===== config.mk =====
export PLATFORM = sky130hd
export DESIGN_NAME = uart_rx_fifo
export DESIGN_NICKNAME = d
export VERILOG_FILES = /design/src/rtl/uart_rx_fifo.sv
export SDC_FILE = /design/constraint.sdc
export NUM_CORES = 1
export LEC_CHECK = 0
export ABC_AREA = 0
export CORE_MARGIN = 10
export CORE_UTILIZATION = 61
export DETAILED_ROUTE_END_ITERATION = 6
export GPL_ROUTABILITY_DRIVEN = 0
export PLACE_DENSITY = 0.84
export SETUP_SLACK_MARGIN = 0.3
export SLEW_MARGIN = 20
export SYNTH_ARGS = -nofsm -noshare
export SYNTH_HDL_FRONTEND = slang
export SYNTH_SLANG_ARGS = --single-unit

===== constraint.sdc =====
create_clock -name clk_i -period 3.6 [get_ports clk_i]
set_input_delay 0.72 -clock clk_i [delete_from_list [all_inputs] [get_ports clk_i]]
set_output_delay 0.72 -clock clk_i [all_outputs]
set_load 0.01 [all_outputs]

===== src/rtl/uart_rx_fifo.sv =====
// UART receive path: 2-FF line synchroniser, oversampled receive FSM with runtime
// frame/baud configuration, and a first-word-fall-through RX FIFO with sticky error flags.
module uart_rx_fifo #(
  parameter int TOP_CLK_FREQ_HZ = 50_000_000,
  parameter int OVERSAMPLE      = 16,
  parameter int FIFO_DEPTH      = 16
) (
  input  logic                          clk_i,
  input  logic                          rst_ni,
  input  logic                          en_i,
  input  logic [1:0]                    baud_sel_i,
  input  logic                          parity_en_i,
  input  logic [1:0]                    stop_width_i,
  input  logic [1:0]                    data_width_i,
  input  logic                          uart_rx_i,
  input  logic                          rd_en_i,
  input  logic                          err_clr_i,
  output logic [7:0]                    rx_data_o,
  output logic                          rx_valid_o,
  output logic                          fifo_full_o,
  output logic [$clog2(FIFO_DEPTH):0]   fifo_count_o,
  output logic                          parity_err_o,
  output logic                          frame_err_o,
  output logic                          overrun_o
);

  localparam int PW = $clog2(FIFO_DEPTH);
  localparam int CW = PW + 1;
  localparam int OW = $clog2(OVERSAMPLE);

  function automatic logic [15:0] calc_div(input int baud);
    int d;
    d = TOP_CLK_FREQ_HZ / (baud * OVERSAMPLE);
    if (d < 1) d = 1;
    return 16'(d);
  endfunction

  localparam logic [15:0] DIV_9600   = calc_div(9600);
  localparam logic [15:0] DIV_19200  = calc_div(19200);
  localparam logic [15:0] DIV_115200 = calc_div(115200);
  localparam logic [15:0] DIV_256000 = calc_div(256000);

  typedef enum logic [2:0] {IDLE, START, DATA, PARITY, STOP} state_t;

  state_t          state_q;
  logic [1:0]      sync_q;
  logic [15:0]     div_q;
  logic [15:0]     tick_cnt_q;
  logic [OW-1:0]   os_cnt_q;
  logic [2:0]      last_bit_q;
  logic            par_en_q;
  logic [1:0]      last_stop_q;
  logic [2:0]      bit_idx_q;
  logic [1:0]      stop_idx_q;
  logic [7:0]      data_q;
  logic            par_q;
  logic            par_bad_q;
  logic            frm_bad_q;
  logic            push_q;
  logic [7:0]      push_data_q;
  logic            par_ev_q;
  logic            frm_ev_q;

  logic            line;
  logic            tick;
  logic            mid_bit;
  logic            half_bit;

  assign line     = sync_q[1];
  assign tick     = (tick_cnt_q == div_q - 16'd1);
  assign mid_bit  = tick && (os_cnt_q == OW'(OVERSAMPLE - 1));
  assign half_bit = tick && (os_cnt_q == OW'(OVERSAMPLE / 2 - 1));

  // Receive FSM; frame config is captured on the start edge so later input changes cannot disturb it.
  always_ff @(posedge clk_i or negedge rst_ni) begin
    if (!rst_ni) begin
      state_q     <= IDLE;
      sync_q      <= 2'b11;
      div_q       <= DIV_9600;
      tick_cnt_q  <= '0;
      os_cnt_q    <= '0;
      last_bit_q  <= 3'd7;
      par_en_q    <= 1'b0;
      last_stop_q <= 2'd0;
      bit_idx_q   <= '0;
      stop_idx_q  <= '0;
      data_q      <= '0;
      par_q       <= 1'b0;
      par_bad_q   <= 1'b0;
      frm_bad_q   <= 1'b0;
      push_q      <= 1'b0;
      push_data_q <= '0;
      par_ev_q    <= 1'b0;
      frm_ev_q    <= 1'b0;
    end else begin
      sync_q   <= {sync_q[0], uart_rx_i};
      push_q   <= 1'b0;
      par_ev_q <= 1'b0;
      frm_ev_q <= 1'b0;

      if (state_q == IDLE || tick) tick_cnt_q <= '0;
      else                         tick_cnt_q <= tick_cnt_q + 16'd1;

      if (state_q != IDLE && tick) begin
        if (mid_bit || (state_q == START && half_bit)) os_cnt_q <= '0;
        else                                           os_cnt_q <= os_cnt_q + OW'(1);
      end

      if (state_q != IDLE && !en_i) begin
        state_q <= IDLE;
      end else begin
        case (state_q)
          IDLE: begin
            os_cnt_q <= '0;
            if (en_i && !line) begin
              state_q    <= START;
              case (baud_sel_i)
                2'd0:    div_q <= DIV_9600;
                2'd1:    div_q <= DIV_19200;
                2'd2:    div_q <= DIV_115200;
                default: div_q <= DIV_256000;
              endcase
              last_bit_q <= 3'd4 + {1'b0, data_width_i};
              par_en_q   <= parity_en_i;
              case (stop_width_i)
                2'd1:    last_stop_q <= 2'd1;
                2'd2:    last_stop_q <= 2'd2;
                default: last_stop_q <= 2'd0;
              endcase
              bit_idx_q  <= '0;
              stop_idx_q <= '0;
              data_q     <= '0;
              par_q      <= 1'b0;
              par_bad_q  <= 1'b0;
              frm_bad_q  <= 1'b0;
            end
          end
          START: begin
            if (half_bit) state_q <= line ? IDLE : DATA;
          end
          DATA: begin
            if (mid_bit) begin
              data_q[bit_idx_q] <= line;
              par_q             <= par_q ^ line;
              bit_idx_q         <= bit_idx_q + 3'd1;
              if (bit_idx_q == last_bit_q) state_q <= par_en_q ? PARITY : STOP;
            end
          end
          PARITY: begin
            if (mid_bit) begin
              if (line != par_q) par_bad_q <= 1'b1;
              state_q <= STOP;
            end
          end
          STOP: begin
            if (mid_bit) begin
              if (!line) frm_bad_q <= 1'b1;
              stop_idx_q <= stop_idx_q + 2'd1;
              if (stop_idx_q == last_stop_q) begin
                state_q     <= IDLE;
                push_q      <= !par_bad_q && !frm_bad_q && line;
                push_data_q <= data_q;
                par_ev_q    <= par_bad_q;
                frm_ev_q    <= frm_bad_q || !line;
              end
            end
          end
          default: state_q <= IDLE;
        endcase
      end
    end
  end

  logic [7:0]    mem_q [FIFO_DEPTH];
  logic [PW-1:0] wr_ptr_q;
  logic [PW-1:0] rd_ptr_q;
  logic [CW-1:0] count_q;
  logic          full;
  logic          pop;
  logic          wr_ok;

  assign full  = (count_q == CW'(FIFO_DEPTH));
  assign pop   = rd_en_i && (count_q != '0);
  assign wr_ok = push_q && (!full || pop);

  always_ff @(posedge clk_i) begin
    if (wr_ok) mem_q[wr_ptr_q] <= push_data_q;
  end

  // A push into a full FIFO only succeeds when the head is popped in the same cycle.
  always_ff @(posedge clk_i or negedge rst_ni) begin
    if (!rst_ni) begin
      wr_ptr_q     <= '0;
      rd_ptr_q     <= '0;
      count_q      <= '0;
      parity_err_o <= 1'b0;
      frame_err_o  <= 1'b0;
      overrun_o    <= 1'b0;
    end else begin
      if (wr_ok) wr_ptr_q <= wr_ptr_q + PW'(1);
      if (pop)   rd_ptr_q <= rd_ptr_q + PW'(1);
      case ({wr_ok, pop})
        2'b10:   count_q <= count_q + CW'(1);
        2'b01:   count_q <= count_q - CW'(1);
        default: count_q <= count_q;
      endcase
      parity_err_o <= par_ev_q || (parity_err_o && !err_clr_i);
      frame_err_o  <= frm_ev_q || (frame_err_o && !err_clr_i);
      overrun_o    <= (push_q && full && !pop) || (overrun_o && !err_clr_i);
    end
  end

  assign rx_valid_o   = (count_q != '0);
  assign fifo_full_o  = full;
  assign fifo_count_o = count_q;
  assign rx_data_o    = rx_valid_o ? mem_q[rd_ptr_q] : 8'h00;

endmodule

After elaboration in Yosys (flattened, before gate mapping)
Memory sizes are Yosys's and may differ from the RTL's.
Index checks and enable logic that the tools add are counted.
{ "totals": {"reg_bits": 90, "ram_bits": 128, "in_bits": 13, "word_cells": 169, "mem_count": 1} }
{ "mem_list": {"columns": ["memory", "depth", "word_bits", "read_ports", "rd_clocked_by_memory_dff", "write_ports", "line_no", "source"], "rows": [
  ["mem_q", 16, 8, 1, 0, 1, "174", "logic [7:0] mem_q [FIFO_DEPTH];"]
]} }
{ "op_classes": {"n_addsub": 10, "order_cmp": 2, "n_eq_ne": 30, "muxes": 55, "n_bitwise": 2, "reduce_logical": 45} }
{ "op_table": {"columns": ["op", "n"], "rows": [
  ["3-bit two-way mux", 11],
  ["9-bit one-hot mux with 3 select lines", 1],
  ["8-bit two-way mux", 3],
  ["1-bit two-way mux", 21],
  ["16-bit by 1-bit adder with 16-bit output (second input constant)", 1],
  ["16-bit == test", 1],
  ["1-bit logical AND", 16],
  ["16-bit two-way mux", 1],
  ["4-bit two-way mux", 4],
  ["8-bit one-hot mux with 2 select lines", 1],
  ["16-bit by 1-bit subtractor with 16-bit output (second input constant)", 1],
  ["3-bit inequality test (second input constant)", 5],
  ["3-bit one-hot mux with 5 select lines", 1],
  ["4-bit by 1-bit adder with 4-bit output (second input constant)", 3],
  ["4-bit AND reduction", 3],
  ["2-bit inequality test (second input constant)", 5],
  ["5-bit one-hot mux with 2 select lines", 1],
  ["5-bit AND reduction", 2],
  ["8-bit bitwise mux", 1],
  ["2-bit one-hot mux with 2 select lines", 2],
  ["2-bit nonzero test", 4],
  ["1-bit zero test", 7],
  ["1-bit logical OR", 7],
  ["7-bit AND reduction", 1],
  ["other kinds (32)", 41]
]} }

Logic depth before layout (Yosys ltp)
Gate-level depths: netlist (run 1).
{ "depth": {"word_depth": 9, "mapped_depth": 14} }

Worst setup path after synthesis (run 1)
OpenSTA, ideal clock, no wires.
{ "synth_path": {"path_type": "register -> output", "start": "reg rd_ptr_q[0]", "end": "out rx_data_o[0]", "t_arrival_ns": 2.256, "setup_slack_ns": 0.624, "stages_incl_launch_ff": 6, "path_buffers": 2, "cell_sequence": "dfrtp_1 > buf_2 > buf_1 > mux4_2 > mux4_2 > and2_1"} }
{ "synth_via": {"elab_chain_len": 2} }
{ "synth_lines": {"columns": ["item", "line_no", "source"], "rows": [
  ["from (decl)", "176", "logic [PW-1:0] rd_ptr_q;"],
  ["from (signal assigned)", "201", "if (pop) rd_ptr_q <= rd_ptr_q + PW'(1);"],
  ["memory 16 x 8 bit", null, null],
  ["8-bit two-way mux", "216", "assign rx_data_o = rx_valid_o ? mem_q[rd_ptr_q] : 8'h00;"],
  ["to (decl)", "18", "output logic [7:0] rx_data_o,"]
]} }
No other way between the ends.

Worst setup path after layout (run 1)
{ "layout_path": {"start": "reg rd_ptr_q[0]", "end": "out rx_data_o[5]"} }
Same word-level chain as after synthesis.

==> flow_metrics.tcl, run 1 <==
set metrics [dict create \
    placed_cells 852 \
    finalCriticalPeriod_ns 3.30 \
    n_antenna_cell 0 \
    cts_buffers 21 \
    root_buffer "clkbuf_16" \
    die_y_um 144 \
    fin_nets 728 \
    ant_nets 0 \
    cts_tree "yes" \
    total_power_w 0.00595 \
    synthToLayoutAreaGrowth_pct 13.4 \
    synthFlopType "edfxtp_1" \
    drc 0 \
    tns_ns 0 \
    synthTopCellsByCount "edfxtp_1, dfrtp_1, nand2_1" \
    yosysUniqueCellTypes 65 \
    dr.pass1.iters 5 \
    numClockSinks 208 \
    utilization_pct 70.2 \
    cts_max_path_buffers 3 \
    overflow 0 \
    post-route-period-util_pct 91.6 \
    status "complete, no violations" \
    viasPerCell 6.22 \
    cp-end-kind "primary output" \
    setup_viol 0 \
    portBuffers 30 \
    avgSynthCellArea_sq_um 14.3 \
    cp.required_ns 2.88 \
    worstSetupPathType "flip-flop to primary output" \
    hold_buffers 0 \
    ys_seq_elements 208 \
    grt_pass1_vias 5622 \
    synth_edf_count 128 \
    yosysMostFrequentCell "edfxtp_1" \
    core_area_sq_mm 0.0151 \
    start_util_pct 62.0 \
    yosysTopAreaCellShare_pct 41.0 \
    cap_violations 0 \
    yosys_warnings 0 \
    cts_htree_levels 1 \
    grtUsageTotal_pct 19.9 \
    hold_ws_ns 0.152 \
    slew_violations 0 \
    antenna_found_initial 0 \
    grt_max_degree 81 \
    grt_pass1_wl_mm 31.8 \
    hp-class "input pin to asynchronous set/reset pin" \
    yosysTopAreaCell "edfxtp_1" \
    start_kind "flip-flop" \
    synth_area_sq_mm 0.00938 \
    rsz0062_at_grt "true" \
    vdd_drop_max_uv 309 \
    syn_inst 658 \
    worstMarginPinSlew_ns 0.733 \
    max_freq_mhz 303 \
    cp.arrival_ns 2.58 \
    clk_pin_slew_ns 0.07 \
    final_layout_size_suffix_gt1_share_pct 18.1 \
    ys_top_cells_by_area "edfxtp_1, dfrtp_1, mux4_2" \
    p_per_area_mw_per_mm2 559 \
    slew_headroom_pct 50.8 \
    drt-initial-drc-count 536 \
    io_pins 31 \
    leakagePower_nw 4.44 \
    path_max_fanout 6 \
    dp_hpwl_mm 12.3 \
    rows 45 \
    clk_latency_ns 0.50 \
    finalHoldViolations 0 \
    wl_per_cell_um 22.6 \
    layout.cells.non_filler 901 \
    wirelength_mm 20.3 \
    die_w_um 144 \
    dieArea_sq_mm 0.0207 \
    skew_ns 0.0125 \
    async_flop_share_pct 38.5 \
    syn-num-nets 688 \
    via_count 5603 \
    seq_area_frac_synth_pct 62.4 \
]
[worst paths after layout]
path / cells past startpoint / slack (ns) / endpoint / startpoint
min reg2reg: 0 / 0.36 / sync_q[1] / sync_q[0]
min in group clk_i: 0 / 0.36 / sync_q[1] / sync_q[0]
max: 7 / 0.30 / rx_data_o[5] / rd_ptr_q[0]
min: 1 / 0.15 / state_q[2] / rst_ni
max reg2reg: 14 / 0.61 / fifo_count_o[4] / fifo_count_o[1]
max in group asynchronous: 2 / 2.81 / sync_q[1] / rst_ni
[worst max-delay path, stage by stage, from the launching register on]
cell	delay, ns
dfrtp_2	0.41
buf_12	0.12
buf_6	0.11
buf_16	0.13
mux4_2	0.52
mux4_2	0.48
and2_1	0.17
clkbuf_2	0.13
[per-stage QoR]
stage,setup WS (ns),cell area (sq um)
finish,0.304,10600
global route,0.236,10600
CTS,0.179,10600
detailed placement,0.398,9840
global placement,0.460,9840
floorplan,0.624,9380
[cell families (layout without fill, tap and decap cells)]
kind of cell | after synthesis | count (layout) | synth area share, %
xor+xnor | 37 | 37 | 3.45
flops | 208 | 208 | 62.4
compound gates | 67 | 67 | 5.00
fa+ha+maj | 17 | 17 | 2.35
simple gates | 217 | 217 | 12.4
buf+inv | 53 | 108 | 2.36
mux | 59 | 59 | 12.1
[final cells by class]
| cell class | count | area, sq um |
|---|---|---|
| sequential | 208 | 5860 |
| timing repair buffer | 48 | 518 |
| tap | 188 | 235 |
| clock inverter | 10 | 53.8 |
| clock buffer | 28 | 582 |
| multi-input combinational | 397 | 3310 |
| fill | 939 | 4510 |
| inverter | 22 | 82.6 |
[cells in the final DEF, fill, tap and decap left out, drive strengths merged, types with 18 or more instances in the layout]
cell type        n
and2            28
buf             21
dfrtp           73
mux4            40
nand2           66
edfxtp         128
clkdlybuf4s50   21
xnor2           19
nor2            41
nand3           21
xor2            18
inv             23
clkbuf          34
[per-layer routing]
layer	global-route usage, %	up-vias	wire [um]
met5	0	-	0
met4	6.88	0	649
met3	2.85	47	916
met2	35.5	203	10900
met1	24.2	2829	7820
li1	-	2524	-
[registers in the layout, summed over array words and instances, names as in the netlist, 2 cells and up]
name	cells
bit_idx_q	3
data_q	8
div_q	7
fifo_count_o	5
last_bit_q	2
last_stop_q	2
mem_q	128
os_cnt_q	4
push_data_q	8
rd_ptr_q	4
state_q	3
stop_idx_q	2
sync_q	2
tick_cnt_q	16
wr_ptr_q	4
[power by group]
group / switching [W] / internal, W / leakage, nW
logic: 0.000532 / 0.000628 / 1.59
registers: 0.000154 / 0.00260 / 2.55
clock network: 0.000896 / 0.00114 / 0.308
[what timing repair did]
| action | 4_1_cts | 5_1_grt |
|---|---|---|
| buffers inserted | 5 | 2 |
| gates resized for setup | 19 | 17 |
| endpoints found under the setup margin | 8 | 6 |
| gates cloned | 2 | 1 |
| pin swaps | 0 | 1 |
Note: power is estimated with default switching activity, not from simulation.
==> inputs of run 2 (changes only) <==
--- a/config.mk
+++ b/config.mk
@@ -6,6 +6,7 @@
 export NUM_CORES = 1
 export LEC_CHECK = 0
 export ABC_AREA = 0
+export CAP_MARGIN = 10
 export CORE_MARGIN = 10
 export CORE_UTILIZATION = 61
 export DETAILED_ROUTE_END_ITERATION = 6
==> results of run 2 <==
No change in the layout: final DEF, timing and power equal those of run 1.
==> inputs of run 3 (changes only) <==
--- a/config.mk
+++ b/config.mk
@@ -8,10 +8,10 @@
 export ABC_AREA = 0
 export CAP_MARGIN = 10
 export CORE_MARGIN = 10
-export CORE_UTILIZATION = 61
+export CORE_UTILIZATION = 43
 export DETAILED_ROUTE_END_ITERATION = 6
 export GPL_ROUTABILITY_DRIVEN = 0
-export PLACE_DENSITY = 0.84
+export PLACE_DENSITY = 0.64
 export SETUP_SLACK_MARGIN = 0.3
 export SLEW_MARGIN = 20
 export SYNTH_ARGS = -nofsm -noshare
==> run 3 against run 2 <==
Clock skew is essentially flat. First-iteration DRC count is 22% lower. Sequential share of layout area decreased by 0.55 points. Critical path type unchanged. Clock power is 11% higher. Via count shrank 4.1%. Power rose by 1.7%. Critical path depth shrank 1. Final cell count up 9.2%. Routed wire length down 5.9%.
==> flow_metrics.tcl, run 3 (synthesized netlist as in run 1, its figures left out) <==
set metrics [dict create \
    grt_max_degree 81 \
    stdcell_area_sq_mm 0.0107 \
    status "complete, no violations" \
    finalHoldViolations 0 \
    path_max_fanout 4 \
    n_antenna_cell 0 \
    cts_tree "yes" \
    vdd_drop_max_uv 378 \
    largest_reg_flops 128 \
    antenna_found_initial 0 \
    max_freq_mhz 309 \
    overflow 0 \
    fin_nets 723 \
    grtUsageTotal_pct 13.7 \
    pre_cts_slack_ns 0.322 \
    final_layout_size_suffix_gt1_share_pct 18.1 \
    drt-initial-drc-count 416 \
    layout.cells.non_filler 984 \
    worstReg2RegStart "div_q[0]" \
    clk_pin_slew_ns 0.06 \
    cts_buffers 22 \
    cap_violations 0 \
    dieArea_sq_mm 0.0281 \
    worstMarginPinSlew_ns 0.751 \
    clk_latency_ns 0.51 \
    cp.arrival_ns 2.52 \
    skew_ns 0.0122 \
    largestRegisters "mem_q x128, tick_cnt_q x16" \
    slew_headroom_pct 49.9 \
    wl_per_cell_um 19.4 \
    dpl_cell_area_sq_mm 0.00997 \
    cp.required_ns 2.88 \
    timing.rr.end "stop_idx_q[0]" \
    numClockSinks 208 \
    synthToLayoutAreaGrowth_pct 14.5 \
    drc 0 \
    dr.pass1.iters 5 \
    viasPerCell 5.46 \
    hp-class "input pin to asynchronous set/reset pin" \
    rsz0062_at_grt "true" \
    final_common_cell "edfxtp_1" \
    cts_max_path_buffers 3 \
    cts_htree_levels 1 \
    final_cell_mix "edfxtp_1, dfrtp_1, nand2_1, nor2_1, mux4_2" \
    die_y_um 168 \
    worstSetupPathType "flip-flop to primary output" \
    grt_pass1_wl_mm 31.7 \
    grt_pass1_vias 5786 \
    portBuffers 30 \
    via_count 5376 \
    setup_viol 0 \
    placed_cells 939 \
    wirelength_mm 19.1 \
    start_util_pct 44.2 \
    root_buffer "clkbuf_16" \
    slew_violations 0 \
    die_w_um 168 \
    tns_ns 0 \
    start_kind "flip-flop" \
    reg2reg_depth 10 \
    core_area_sq_mm 0.0212 \
    dp_hpwl_mm 12.8 \
    rows 53 \
    io_pins 31 \
    post-route-period-util_pct 90.0 \
    rrSetupSlack_ns 0.63 \
    p_per_area_mw_per_mm2 563 \
    finalCriticalPeriod_ns 3.24 \
    leakagePower_nw 4.43 \
    ant_nets 0 \
    cp-end-kind "primary output" \
    fin_ws_ns 0.361 \
    top_register "mem_q" \
]
-- run 3: repair_timing --
item / 4_1_cts / 5_1_grt
cloned: 1 / 0
resized for setup: 36 / 3
pin swaps: 1 / 0
setup buffers: 4 / 0
hold endpoints to repair: 0 / 0
hold buffers: 0 / 0
setup endpoints to repair: 8 / 3
-- run 3: cell type report --
class                      instances  area, sq um
fill                            1778        10500
sequential                       208         5860
multi-input combinational        397         3310
clock buffer                      29          607
timing repair buffer              42          420
tap                              275          344
clock inverter                    11          124
inverter                          22         82.6
-- run 3: worst max-delay path by stage --
stage	startpoint	to	slack (ns)	cells after the start
after global placement	rd_ptr_q[0]	rx_data_o[7]	0.37	5
after global routing	rd_ptr_q[0]	rx_data_o[7]	0.30	6
after CTS	rd_ptr_q[0]	rx_data_o[7]	0.31	6
final	rd_ptr_q[0]	rx_data_o[4]	0.36	6
after floorplan	rd_ptr_q[0]	rx_data_o[0]	0.62	5
after detailed placement	rd_ptr_q[0]	rx_data_o[7]	0.32	5
-- run 3: where the power goes --
part | switching (W) | total (W) | internal (W)
registers | 0.000178 | 0.00278 | 0.00260
clock network | 0.000922 | 0.00226 | 0.00134
logic | 0.000467 | 0.00101 | 0.000545
-- run 3: routing by layer --
metal | wire length (um) | up-vias | track usage, %
met5 | 0 | - | 0
met1 | 8290 | 2707 | 17.7
met4 | 436 | 0 | 4.01
li1 | - | 2502 | -
met2 | 9450 | 133 | 22.8
met3 | 944 | 34 | 2.83
-- run 3: through the flow --
stage / hold slack (ns) / utilization (%) / total power (W)
5_1_grt: 0.315 / 50.7 / 0.00632
3_5_place_dp: 0.350 / 47.0 / 0.00375
2_1_floorplan: 0.345 / - / 0.00344
4_1_cts: 0.361 / 50.6 / 0.00611
3_3_place_gp: 0.346 / 47.0 / 0.00371
6_report: 0.241 / 50.7 / 0.00605
-- run 3: critical path: stages, from the launching register on --
cell and delay [ns]:
dfrtp_4 0.51, buf_12 0.14, buf_6 0.12, mux4_2 0.46, mux4_2 0.49, and2_4 0.17, buf_2 0.13
